### src/rtl/scan_xfer_pkg.sv
// Shared definitions for the scanner transfer link: receiver state encoding,
// default sample width and handshake constants common to both link ends.
package scan_xfer_pkg;

    localparam int XFER_DATA_W            = 8;
    // Cycles from request seen to grant driven, and the minimum request-low
    // gap required before a new burst may start.
    localparam int XFER_GRANT_LATENCY     = 1;
    localparam int XFER_REARM_IDLE_CYCLES = 1;

    typedef enum logic [1:0] {
        IDLE = 2'd0,
        RECV = 2'd1,
        DONE = 2'd2
    } xfer_state_e;

endpackage

### src/rtl/scan_xfer_fifo.sv
// Synchronous single-clock FIFO with registered read data, a one-cycle read
// strobe and an occupancy output from which full/empty are derived.
module scan_xfer_fifo
#(
    parameter int DATA_W = 8,
    parameter int DEPTH  = 16
) (
    input  logic                     clk,
    input  logic                     rst,
    input  logic                     wr_en,
    input  logic [DATA_W-1:0]        wr_data,
    input  logic                     rd_en,
    output logic [DATA_W-1:0]        rd_data,
    output logic                     rd_valid,
    output logic [$clog2(DEPTH):0]   level,
    output logic                     full,
    output logic                     empty
);

    localparam int AW = $clog2(DEPTH);
    localparam int LW = AW + 1;

    logic [DATA_W-1:0] mem [DEPTH];
    logic [AW-1:0]     wr_ptr;
    logic [AW-1:0]     rd_ptr;
    logic              push;
    logic              pop;

    assign full  = (level == LW'(DEPTH));
    assign empty = (level == '0);
    assign pop   = rd_en && !empty;
    // A write into a full FIFO is only legal when a pop frees the slot in the same cycle.
    assign push  = wr_en && (!full || pop);

    always_ff @(posedge clk) begin
        if (push) begin
            mem[wr_ptr] <= wr_data;
        end
    end

    always_ff @(posedge clk) begin
        if (rst) begin
            wr_ptr   <= '0;
            rd_ptr   <= '0;
            level    <= '0;
            rd_data  <= '0;
            rd_valid <= 1'b0;
        end else begin
            rd_valid <= pop;
            if (push) begin
                wr_ptr <= wr_ptr + AW'(1);
            end
            if (pop) begin
                rd_ptr  <= rd_ptr + AW'(1);
                rd_data <= mem[rd_ptr];
            end
            case ({push, pop})
                2'b10:   level <= level + LW'(1);
                2'b01:   level <= level - LW'(1);
                default: level <= level;
            endcase
        end
    end

endmodule

### src/rtl/scan_xfer_receiver.sv
// Station side of the scanner transfer link: grants the link, buffers the
// burst in a local FIFO and counts accepted bytes for the hex display path.
module scan_xfer_receiver
    import scan_xfer_pkg::*;
#(
    parameter int DATA_W = XFER_DATA_W,
    parameter int DEPTH  = 16,
    parameter int CNT_W  = 8
) (
    input  logic                     clk,
    input  logic                     rst,
    input  logic                     xfer_req,
    output logic                     xfer_ack,
    input  logic                     xfer_valid,
    input  logic [DATA_W-1:0]        xfer_data,
    input  logic                     xfer_last,
    input  logic                     rd_en,
    output logic [DATA_W-1:0]        rd_data,
    output logic                     rd_valid,
    output logic [$clog2(DEPTH):0]   buf_level,
    output logic [CNT_W-1:0]         data_count,
    output logic                     overflow,
    output logic                     busy
);

    xfer_state_e state;
    xfer_state_e state_next;

    logic fifo_full;
    logic fifo_empty;
    logic pop_ok;
    logic byte_in;
    logic wr_ok;
    logic drop;

    // A byte is only taken while granted and while the scanner still requests;
    // the abort cycle (request low) never captures data.
    assign pop_ok  = rd_en && !fifo_empty;
    assign byte_in = (state == RECV) && xfer_req && xfer_valid;
    assign wr_ok   = byte_in && (!fifo_full || pop_ok);
    assign drop    = byte_in && fifo_full && !pop_ok;
    assign busy    = (state != IDLE);

    always_ff @(posedge clk) begin
        if (rst) begin
            state <= IDLE;
        end else begin
            state <= state_next;
        end
    end

    always_comb begin
        state_next = state;
        case (state)
            IDLE: begin
                if (xfer_req && !fifo_full) begin
                    state_next = RECV;
                end
            end
            RECV: begin
                if (!xfer_req) begin
                    state_next = DONE;
                end else if (xfer_valid && xfer_last) begin
                    state_next = DONE;
                end
            end
            DONE: begin
                // A held request must be released before the next burst.
                if (!xfer_req) begin
                    state_next = IDLE;
                end
            end
            default: state_next = IDLE;
        endcase
    end

    always_ff @(posedge clk) begin
        if (rst) begin
            xfer_ack   <= 1'b0;
            data_count <= '0;
            overflow   <= 1'b0;
        end else begin
            xfer_ack <= (state_next == RECV);
            if (wr_ok) begin
                data_count <= data_count + CNT_W'(1);
            end
            if (drop) begin
                overflow <= 1'b1;
            end
        end
    end

    scan_xfer_fifo #(
        .DATA_W (DATA_W),
        .DEPTH  (DEPTH)
    ) u_fifo (
        .clk      (clk),
        .rst      (rst),
        .wr_en    (wr_ok),
        .wr_data  (xfer_data),
        .rd_en    (rd_en),
        .rd_data  (rd_data),
        .rd_valid (rd_valid),
        .level    (buf_level),
        .full     (fifo_full),
        .empty    (fifo_empty)
    );

endmodule
### config.mk
export PLATFORM = sky130hd
export DESIGN_NAME = scan_xfer_receiver
export DESIGN_NICKNAME = d
export VERILOG_FILES = /design/src/rtl/scan_xfer_pkg.sv /design/src/rtl/scan_xfer_fifo.sv /design/src/rtl/scan_xfer_receiver.sv
export SDC_FILE = /design/constraint.sdc
export NUM_CORES = 1
export LEC_CHECK = 0
export ABC_CLOCK_PERIOD_IN_PS = 5100
export CAP_MARGIN = 0
export CELL_PAD_IN_SITES_DETAIL_PLACEMENT = 1
export CELL_PAD_IN_SITES_GLOBAL_PLACEMENT = 1
export CORE_MARGIN = 1.5
export CORE_UTILIZATION = 36
export CTS_CLUSTER_DIAMETER = 200
export DETAILED_ROUTE_END_ITERATION = 10
export PLACE_DENSITY = 0.57
export REMOVE_ABC_BUFFERS = 1
export SYNTH_ARGS = -nofsm -noshare
export SYNTH_HDL_FRONTEND = slang
export SYNTH_SLANG_ARGS = --single-unit
### constraint.sdc
create_clock -name clk -period 5.1 [get_ports clk]
set_input_delay 0.765 -clock clk [delete_from_list [all_inputs] [get_ports clk]]
set_output_delay 0.765 -clock clk [all_outputs]
set_load 0.01 [all_outputs]
==> PnR_summary.wiki, run 1 <==
{| class="wikitable"
! Metric !! Value
|-
| Antenna Nets Post-Route || 0
|-
| Worst vdd ir || 225.6 uV
|-
| Die X-Extent || 137.8 um
|-
| Yosys Warn Count || 0
|-
| Type of the worst setup path || primary input to flop
|-
| Total Negative Setup Slacks || 0 ps
|-
| Setup slack of the worst register-to-register path || 1490 ps
|-
| Worst slack at placement || 808.5 ps
|-
| Crit path buffers/inverters || 2
|-
| Post-route clock period utilization || 75.83%
|-
| WL final || ~15000 um
|-
| Post-detail-place hpwl || 9525 um
|-
| Run status || finished, final reports clean
|-
| Clock Skews || approximately 14 ps
|-
| Number of standard-cell rows in the floorplan || 49
|-
| Core Footprint || 0.01790 sq mm
|-
| RSZ-0062 raised after global routing || false
|-
| First-pass GRT wire length || 23480 um
|-
| DIE AREA || 0.01900 sq mm
|-
| FF-to-FF End || u_fifo.level[4]
|-
| Largest buffer count on any clock path || 2
|-
| Leakage power of the design || 2.464 nW
|-
| Critical Path Sink Type || flop
|-
| Post-layout worst setup margin || 1233 ps
|-
| Number of cells on the worst reg-to-reg path || 10
|-
| Number of hold-slack violations in the final timing report || 0
|-
| Filler Cells Inserted || between 1500 and 2000
|-
| Synthesized area per cell || 15.33 sq um
|-
| Total power consumption of the routed design || approximately 3.3 mW
|-
| Start point of the critical path || xfer_req
|-
| Crit. path cell count || 11
|-
| Net total in the final layout || between 400 and 500
|-
| Cts hold-fix bufs || 0
|-
| Portion of synthesized cell area occupied by the leading cell type || 58.73%
|-
| Post-synth top area cell || edfxtp_1
|-
| Die height || 137.8 um
|-
| Clock latency at the later pin of the worst-skew pair || ~440 ps
|-
| Crit path required time || roughly 5400 ps
|-
| Initial Utilization || 36.56%
|-
| Layout cells sized above 1 || 13.00%
|-
| Dominant synthesized flop cell || edfxtp_1
|-
| Met2 capacity usage during global routing || 28.39%
|-
| Final setup vio count || 0
|-
| Transition at the pin with the smallest max-transition slack || 951.9 ps
|-
| Total via count in the routed design || around 3800
|-
| Router iterations before antenna repair || 4
|-
| CTS tree || yes
|-
| Number of enable flip-flop cells after synthesis || 128
|-
| Origin of the critical flop-to-flop path || u_fifo.level[2]
|-
| Worst path slowest cell || o31a_1
|-
| Drc violations || 0
|-
| Register clock-pin slew on the reported worst setup and hold paths || 70 ps
|-
| GP Congestion || 0.7383
|-
| Global Route met3 Usage || 3.900%
|-
| Time the final worst path needs with I/O delays and setup || approximately 3900 ps
|-
| Sequential fraction of the synthesis area || 69.13%
|-
| PortBufs || 38
|-
| Top-level I/O count || 39
|-
| Routed wire length per instance || between 20 and 25 um
|-
| Post-synthesis instance area || 0.006545 sq mm
|-
| Number of gates resized after cts || 0
|-
| Area growth from synthesis to final layout || 18.35%
|-
| Setup Fix Bufs, Post-CTS || 0
|-
| DRC violation total after the first TritonRoute iteration || 189
|-
| Cell area after layout || 0.007746 sq mm
|-
| Root buffer cell || clkbuf_16
|-
| Number of synthesized register bits || 162
|-
| Remaining global-route overflow || 0
|-
| Number of antenna repair diodes || 0
|-
| FMAX || 258.6 MHz
|-
| Via count of the first global-routing pass || 3906
|-
| Post-Place Cell Area || 0.007141 sq mm
|-
| Data arrival time of the critical path || 4190 ps
|-
| Largest incremental delay on the critical path || 620 ps
|-
| Unique cell type count in the Yosys netlist || 47
|-
| Ys async rst share || 0%
|-
| Max-cap violation count || 0
|-
| Total count of max-transition violations in the final report || 0
|-
| Hold Path Class || flop to flop
|-
| Worst Setup EP || u_fifo.level[4]
|-
| Total routing usage reported by global routing || 17.61%
|-
| Number of sinks driven by the clock tree || around 160
|-
| Vias/cell || 5.374
|-
| Crit-path max FO || 19
|-
| Top cell by count, worst path || ha_1
|-
| Crit path launch type || primary input
|-
| Power density normalized to cell area || 421.7 mW/mm^2
|-
| Cell types with the largest area share after synthesis || edfxtp_1, dfxtp_1, mux4_2
|-
| Slew Limit Headroom || 36.41%
|-
| Number of antenna violations at the first check in global routing || 0
|-
| CTS H-tree depth || 4
|-
| Count of non-filler cells in the finished layout || 706
|-
| Placed cell count || 674
|-
| Cell type group with the largest total delay on the critical path || compound AO/OA/AOI/OAI gates
|-
| Sequence of cells on the critical path || clkdlybuf4s50_1 > and4b_1 > o31a_1 > inv_2 > ha_1 > xor2_1 > ha_1 > a21oi_1 > or3_1 > a31oi_1 > mux2_2
|-
| Cts bufs inserted || 17
|-
| Gate count of the mapped netlist || 427
|-
| Peak-usage layer in the global routing report || met2
|-
| Maximum number of pins on one net before global-route repair || 37
|-
| Met1 Resource Use GR || between 20% and 30%
|}
==> registers in the layout, indices dropped and copies added (netlist names) <==
signal	flops
data_count	8
overflow	1
state	2
u_fifo.level	5
u_fifo.mem	128
u_fifo.rd_data	8
u_fifo.rd_ptr	4
u_fifo.rd_valid	1
u_fifo.wr_ptr	4
xfer_ack	1
==> cells by family (layout without fill, tap and decap cells) <==
family                   Yosys count  count (layout)  synth area share, %
flip-flops                       162             162                69.13
AND/OR/NAND/NOR                   99              99                8.220
AO/OA/AOI/OAI                     66              66                6.557
multiplexers                      52              52                11.05
buffers and inverters             29              79                1.988
XOR/XNOR                          10              10                1.338
adder cells (fa/ha/maj)            9               9                1.721
==> per-stage QoR <==
stage          utilization [%]  hold WS, ps
3_3_place_gp             39.89        483.4
3_5_place_dp             39.89        478.1
6_report                 43.27        490.2
5_1_grt                  43.27        521.8
4_1_cts                  43.27        497.8
2_1_floorplan                -        464.2
==> worst min path at each step <==
| stage | from | end | slack [ps] | cells past startpoint |
|---|---|---|---|---|
| floorplan | state[1] | state[0] | 460 | 1 |
| global placement | data_count[7] | data_count[7] | 480 | 2 |
| detailed placement | overflow | overflow | 480 | 2 |
| CTS | overflow | overflow | 500 | 2 |
| global route | overflow | overflow | 520 | 2 |
| finish | overflow | overflow | 490 | 2 |
==> metal layers <==
layer  share of wire (%)  wire length [um]
met1                  46              7062
met2                  50              7573
met3                 2.7               411
met4                 1.3               197
met5                   0                 0
==> area by class of cell <==
class	count	area [sq um]	area share [%]
sequential	162	4526	58.42
clock inverter	15	180.2	2.326
tap	229	286.5	3.699
clock buffer	17	425.4	5.492
multi-input combinational	236	1899	24.52
inverter	5	18.77	0.2423
timing repair buffer	42	410.4	5.298
==> synth_stat cells, types with 7 or more instances <==
| master | count |
|---|---|
| mux2i_1 | 34 |
| and3_1 | 21 |
| nand2_1 | 10 |
| o22ai_1 | 17 |
| a21oi_1 | 22 |
| a311oi_1 | 9 |
| nor2b_1 | 7 |
| dfxtp_1 | 34 |
| xor2_1 | 7 |
| nor2_1 | 32 |
| clkbuf_1 | 15 |
| mux4_2 | 16 |
| ha_1 | 9 |
| edfxtp_1 | 128 |
==> power breakdown <==
part	internal, mW	switching, mW
sequential	1.46	0.0497
clock	0.775	0.546
combinational	0.216	0.216
total	2.46	0.811
==> cells in the final DEF (no fill, tap or decap), drive strengths merged, types with 9 or more instances in the layout <==
cell type,synthesis,layout
mux2i,34,34
clkdlybuf4s50,0,38
inv,5,10
ha,9,9
nor2,32,32
o22ai,17,17
a21oi,22,22
and3,21,21
clkbuf,15,17
mux4,16,16
edfxtp,128,128
nand2,10,10
a311oi,9,9
dfxtp,34,34
==> worst min-delay path, cell delays in order, from the launching register on <==
cell and delay [ps]:
dfxtp_1 340, a41oi_1 50, nor2_1 70
Power figures use the tool's default switching activity.
==> inputs of run 2 (changes only) <==
--- a/config.mk
+++ b/config.mk
@@ -5,7 +5,7 @@
 export SDC_FILE = /design/constraint.sdc
 export NUM_CORES = 1
 export LEC_CHECK = 0
-export ABC_CLOCK_PERIOD_IN_PS = 5100
+export ABC_CLOCK_PERIOD_IN_PS = 4000
 export CAP_MARGIN = 0
 export CELL_PAD_IN_SITES_DETAIL_PLACEMENT = 1
 export CELL_PAD_IN_SITES_GLOBAL_PLACEMENT = 1
==> constraint.sdc (replaced) <==
create_clock -name clk -period 4 [get_ports clk]
set_input_delay 0.6 -clock clk [delete_from_list [all_inputs] [get_ports clk]]
set_output_delay 0.6 -clock clk [all_outputs]
set_load 0.01 [all_outputs]
==> PnR_summary.wiki, run 2 (same netlist as run 1, synthesis figures left out) <==
{| class="wikitable"
! Metric !! Value
|-
| DRC violation total after the first TritonRoute iteration || approximately 290
|-
| Core Footprint || 0.01790 sq mm
|-
| Cts hold-fix bufs || 0
|-
| Cts bufs inserted || 17
|-
| First-pass GRT wire length || 23420 um
|-
| Post-Place Cell Area || about 0.0072 sq mm
|-
| CTS tree || yes
|-
| Largest incremental delay on the critical path || 600 ps
|-
| Top-level I/O count || 39
|-
| Run status || finished, final reports clean
|-
| WL final || 15200 um
|-
| Biggest regs || u_fifo.mem x128, data_count x8, u_fifo.rd_data x8
|-
| Via count of the first global-routing pass || 3892
|-
| Setup Fix Bufs, Post-CTS || 0
|-
| Total Negative Setup Slacks || 0 ps
|-
| Drc violations || 0
|-
| Initial Utilization || roughly 37%
|-
| Vias/cell || 5.339
|-
| Largest buffer count on any clock path || 2
|-
| Commonest non-fill, non-tap cells in the layout || edfxtp_1, clkdlybuf4s50_1, mux2i_1, dfxtp_1, nor2_1
|-
| Routed wire length per instance || approximately 21 um
|-
| Die X-Extent || 137.8 um
|-
| Slew Limit Headroom || 52.06%
|-
| Total via count in the routed design || 3791
|-
| Register clock-pin slew on the reported worst setup and hold paths || 60 ps
|-
| Post-detail-place hpwl || 9674 um
|-
| Number of sinks driven by the clock tree || about 160
|-
| Transition at the pin with the smallest max-transition slack || 716.5 ps
|-
| Max FFs per register || 128
|-
| PortBufs || 38
|-
| Top cell by count, worst path || ha_1
|-
| FMAX || around 300 MHz
|-
| Net total in the final layout || 492
|-
| Total count of max-transition violations in the final report || 0
|-
| Filler Cells Inserted || 1777
|-
| Critical Path Sink Type || flop
|-
| Area growth from synthesis to final layout || 19.19%
|-
| Remaining global-route overflow || 0
|-
| Max-cap violation count || 0
|-
| Die height || 137.8 um
|-
| Worst path slowest cell || or4_4
|-
| Maximum number of pins on one net before global-route repair || 37
|-
| Data arrival time of the critical path || between 3000 and 4000 ps
|-
| Final Util || 43.58%
|-
| Number of gates resized after cts || 0
|-
| Type of the worst setup path || flop to flop
|-
| Cell area after layout || 0.007801 sq mm
|-
| Power density normalized to cell area || between 500 and 600 mW/mm^2
|-
| Total routing usage reported by global routing || between 10% and 20%
|-
| Crit path required time || 4320 ps
|-
| DIE AREA || 0.01900 sq mm
|-
| Crit-path max FO || 12
|-
| Leakage power of the design || 2.503 nW
|-
| Router iterations before antenna repair || 4
|-
| Clock latency at the later pin of the worst-skew pair || 430 ps
|-
| Hold Path Class || flop to flop
|-
| Root buffer cell || clkbuf_16
|-
| Time the final worst path needs with I/O delays and setup || 3377 ps
|-
| Sequence of cells on the critical path || or4_4 > o31a_1 > inv_2 > ha_1 > xor2_1 > ha_1 > a21oi_1 > or3_1 > a31oi_1 > mux2_2
|-
| Crit path launch type || flop
|-
| Number of standard-cell rows in the floorplan || 49
|-
| Final setup vio count || 0
|-
| Post-route clock period utilization || between 80% and 90%
|-
| Number of hold-slack violations in the final timing report || 0
|-
| Layout cells sized above 1 || 13.93%
|-
| Clock Skews || around 8.0 ps
|-
| Antenna Nets Post-Route || 0
|-
| Register with the most flip-flops || u_fifo.mem
|-
| Number of antenna violations at the first check in global routing || 0
|-
| Number of antenna repair diodes || 0
|-
| CTS H-tree depth || 4
|-
| Most common library cell in the layout ignoring fill and taps || edfxtp_1
|-
| GP Congestion || around 0.73
|-
| RSZ-0062 raised after global routing || false
|-
| Worst vdd ir || 312.5 uV
|}
run 2: worst paths after layout:
check	startpoint	endpoint	slack, ps	cells after the start
worst min-delay path	data_count[7]	data_count[7]	490	2
worst max-delay path	u_fifo.level[2]	u_fifo.level[4]	620	10
worst min register to register	data_count[7]	data_count[7]	490	2
worst max register to register	u_fifo.level[2]	u_fifo.level[4]	620	10
run 2: report_power, final:
group | leakage, nW | internal, mW | switching, mW
clock network | 0.305 | 1.05 | 0.687
registers | 1.43 | 1.87 | 0.0554
logic | 0.772 | 0.285 | 0.287
run 2: metrics by stage:
step                setup slack [ps]  instances  hold WS, ps  power [mW]
floorplan                      643.0        403        464.2       2.281
global placement               560.5        679        467.3       2.518
detailed placement             445.6        679        486.2       2.534
CTS                            663.8        710        496.7       4.278
global route                   470.5        710        522.9       4.392
finish                         623.1        710        493.7       4.234
run 2: worst max-delay path, delay by kind of cell (launching register included):
kind | cells | cell delay [ps]
flops | 1 | 430
fa+ha+maj | 2 | 560
buf+inv | 1 | 190
simple gates | 2 | 980
compound gates | 3 | 570
xor+xnor | 1 | 190
mux | 1 | 350
run 2: cell type report:
type | count | area (sq um) | share of cell area [%]
multi-input combinational | 236 | 1894 | 24.28
clock inverter | 14 | 202.7 | 2.598
clock buffer | 17 | 425.4 | 5.453
sequential | 162 | 4526 | 58.01
inverter | 5 | 18.77 | 0.2406
tap | 229 | 286.5 | 3.673
timing repair buffer | 47 | 447.9 | 5.742
run 2: metal layers:
layer	GRT usage, %	vias to the layer above	routed length, um
li1	-	1752	-
met1	23.53	1961	7019
met2	27.31	59	7409
met3	3.900	19	496
met4	7.060	0	277
met5	0	-	0
==> inputs of run 3 (changes only) <==
--- a/config.mk
+++ b/config.mk
@@ -5,7 +5,7 @@
 export SDC_FILE = /design/constraint.sdc
 export NUM_CORES = 1
 export LEC_CHECK = 0
-export ABC_CLOCK_PERIOD_IN_PS = 4000
+export ABC_CLOCK_PERIOD_IN_PS = 2930
 export CAP_MARGIN = 0
 export CELL_PAD_IN_SITES_DETAIL_PLACEMENT = 1
 export CELL_PAD_IN_SITES_GLOBAL_PLACEMENT = 1
@@ -13,7 +13,7 @@
 export CORE_UTILIZATION = 36
 export CTS_CLUSTER_DIAMETER = 200
 export DETAILED_ROUTE_END_ITERATION = 10
-export PLACE_DENSITY = 0.57
+export PLACE_DENSITY = 0.59
 export REMOVE_ABC_BUFFERS = 1
 export SYNTH_ARGS = -nofsm -noshare
 export SYNTH_HDL_FRONTEND = slang
==> constraint.sdc (replaced) <==
create_clock -name clk -period 2.93 [get_ports clk]
set_input_delay 0.4395 -clock clk [delete_from_list [all_inputs] [get_ports clk]]
set_output_delay 0.4395 -clock clk [all_outputs]
set_load 0.01 [all_outputs]
==> PnR_summary.wiki, run 3 (same netlist as run 1, synthesis figures left out) <==
{| class="wikitable"
! Metric !! Value
|-
| Run status || finished, final reports clean
|-
| Vias/cell || approximately 5.3
|-
| Number of antenna violations at the first check in global routing || 0
|-
| Power density normalized to cell area || 704.2 mW/mm^2
|-
| Number of hold-slack violations in the final timing report || 0
|-
| Setup slack of the worst register-to-register path || 80 ps
|-
| Most common library cell in the layout ignoring fill and taps || edfxtp_1
|-
| Top-level I/O count || 39
|-
| Crit path launch type || flop
|-
| Total power consumption of the routed design || 5.522 mW
|-
| Combinational cell fraction of total power || between 10% and 20%
|-
| Commonest non-fill, non-tap cells in the layout || edfxtp_1, clkdlybuf4s50_1, mux2i_1, dfxtp_1, nor2_1
|-
| Data arrival time of the critical path || 3160 ps
|-
| Max FFs per register || 128
|-
| Time the final worst path needs with I/O delays and setup || about 2900 ps
|-
| Clock group share of total power || a little under two fifths
|-
| Final setup vio count || 0
|-
| Post-Place Cell Area || 0.007268 sq mm
|-
| CTS tree || yes
|-
| DIE AREA || 0.01900 sq mm
|-
| Cts hold-fix bufs || 0
|-
| Maximum number of pins on one net before global-route repair || 34
|-
| GP Congestion || between 0.7 and 0.8
|-
| Drc violations || 0
|-
| WL final || 15370 um
|-
| Post-detail-place hpwl || 9832 um
|-
| Area of all sequential standard cells || 0.004526 sq mm
|-
| Filler Cells Inserted || 1808
|-
| Remaining global-route overflow || 0
|-
| First-pass GRT wire length || roughly 23000 um
|-
| Clock latency at the later pin of the worst-skew pair || 430 ps
|-
| Leakage power of the design || about 2.5 nW
|-
| Clock Skews || 12.10 ps
|-
| Number of standard-cell rows in the floorplan || 49
|-
| Total via count in the routed design || 3812
|-
| Area occupied by multi-input gates || 0.001917 sq mm
|-
| Share of power burned in registers || between 40% and 50%
|-
| DRC violation total after the first TritonRoute iteration || 215
|-
| Cell area after layout || 0.007841 sq mm
|-
| PortBufs || 38
|-
| Total routing usage reported by global routing || 17.21%
|-
| Hold Path Class || flop to flop
|-
| Register with the most flip-flops || u_fifo.mem
|-
| Routed wire length per instance || 21.23 um
|-
| Max-cap violation count || 0
|-
| Core Footprint || 0.01790 sq mm
|-
| FMAX || 350.9 MHz
|-
| Total count of max-transition violations in the final report || 0
|-
| Crit-path max FO || 4
|-
| Net total in the final layout || around 510
|-
| Via count of the first global-routing pass || 4027
|-
| Slew Limit Headroom || 29.65%
|-
| Number of instances on the worst hold path || 2
|-
| Type of the worst setup path || flop to flop
|-
| CTS H-tree depth || 4
|-
| Transition at the pin with the smallest max-transition slack || approximately 1100 ps
|-
| Root buffer cell || clkbuf_16
|-
| Number of cells on the worst reg-to-reg path || 10
|-
| Area growth from synthesis to final layout || 19.81%
|-
| Post-route clock period utilization || 97.27%
|-
| Number of sinks driven by the clock tree || 162
|-
| Register clock-pin slew on the reported worst setup and hold paths || around 60 ps
|-
| Switching Share || 24.56%
|-
| Number of antenna repair diodes || 0
|-
| Largest buffer count on any clock path || 2
|-
| Initial Utilization || 36.56%
|-
| Int Pwr || 4.166 mW
|-
| Router iterations before antenna repair || 4
|-
| Crit path required time || 3240 ps
|-
| Biggest regs || u_fifo.mem x128, data_count x8, u_fifo.rd_data x8
|-
| Critical Path Sink Type || flop
|-
| Cts bufs inserted || 17
|-
| Die height || between 100 and 150 um
|-
| Reported net switching power || 1.356 mW
|-
| Die X-Extent || 137.8 um
|-
| Worst vdd ir || ~400 uV
|-
| Layout cells sized above 1 || 15.56%
|-
| Antenna Nets Post-Route || 0
|}
-- run 3: critical path, cell delays in order, from the launching register on --
cell	delay (ps)
dfxtp_1	310
or4_4	560
o31a_1	330
inv_2	90
ha_4	150
xor2_2	130
ha_2	190
a21oi_1	60
or3_1	360
a31oi_1	190
mux2_2	340
-- run 3: layout make-up --
| class | instances | area share (%) |
|---|---|---|
| sequential | 162 | 57.72 |
| multi-input combinational | 236 | 24.45 |
| timing repair buffer | 60 | 7.117 |
| clock buffer | 24 | 5.760 |
| tap | 229 | 3.654 |
| clock inverter | 8 | 1.069 |
| inverter | 5 | 0.2393 |
-- run 3: metrics by stage --
stage	utilization (%)	setup TNS [ps]	cells	hold slack, ps	worst slack [ps]
after global placement	40.60	-40.39	690	490.6	-40.39
after global routing	43.80	-38.77	724	524.6	-38.77
after CTS	43.59	0	722	506.2	122.9
after floorplan	-	-565.0	403	464.2	-427.0
after detailed placement	40.60	-93.03	690	483.9	-88.35
final	43.80	0	724	504.3	79.88
-- run 3: power by group through the flow --
stage               Sequential, mW  Clock [mW]  Combinational [mW]
floorplan                     2.73           0               0.389
global placement              2.64           0               0.840
detailed placement            2.65           0               0.857
CTS                           2.60        2.08               0.860
global route                  2.60        2.17               0.962
finish                        2.60        2.04               0.883
-- run 3: final timing paths --
check / endpoint / start
worst max-delay path: u_fifo.level[4] / u_fifo.level[0]
worst min-delay path: u_fifo.rd_data[1] / u_fifo.rd_data[1]
worst max register to register: u_fifo.level[4] / u_fifo.level[0]
worst min register to register: u_fifo.rd_data[1] / u_fifo.rd_data[1]
-- run 3: timing repair --
item / 4_1_cts / 5_1_grt
resized for setup: 0 / 4
setup endpoints to repair: 0 / 1
buffers inserted: 0 / 2
-- run 3: layer usage --
| layer | vias up | track usage [%] | part of all wire (%) |
|---|---|---|---|
| met5 | - | 0 | 0 |
| met4 | 0 | 5.266 | 1.0 |
| met3 | 11 | 4.010 | 2.7 |
| met2 | 44 | 29.42 | 52 |
| met1 | 1980 | 21.70 | 44 |
| li1 | 1777 | - | - |
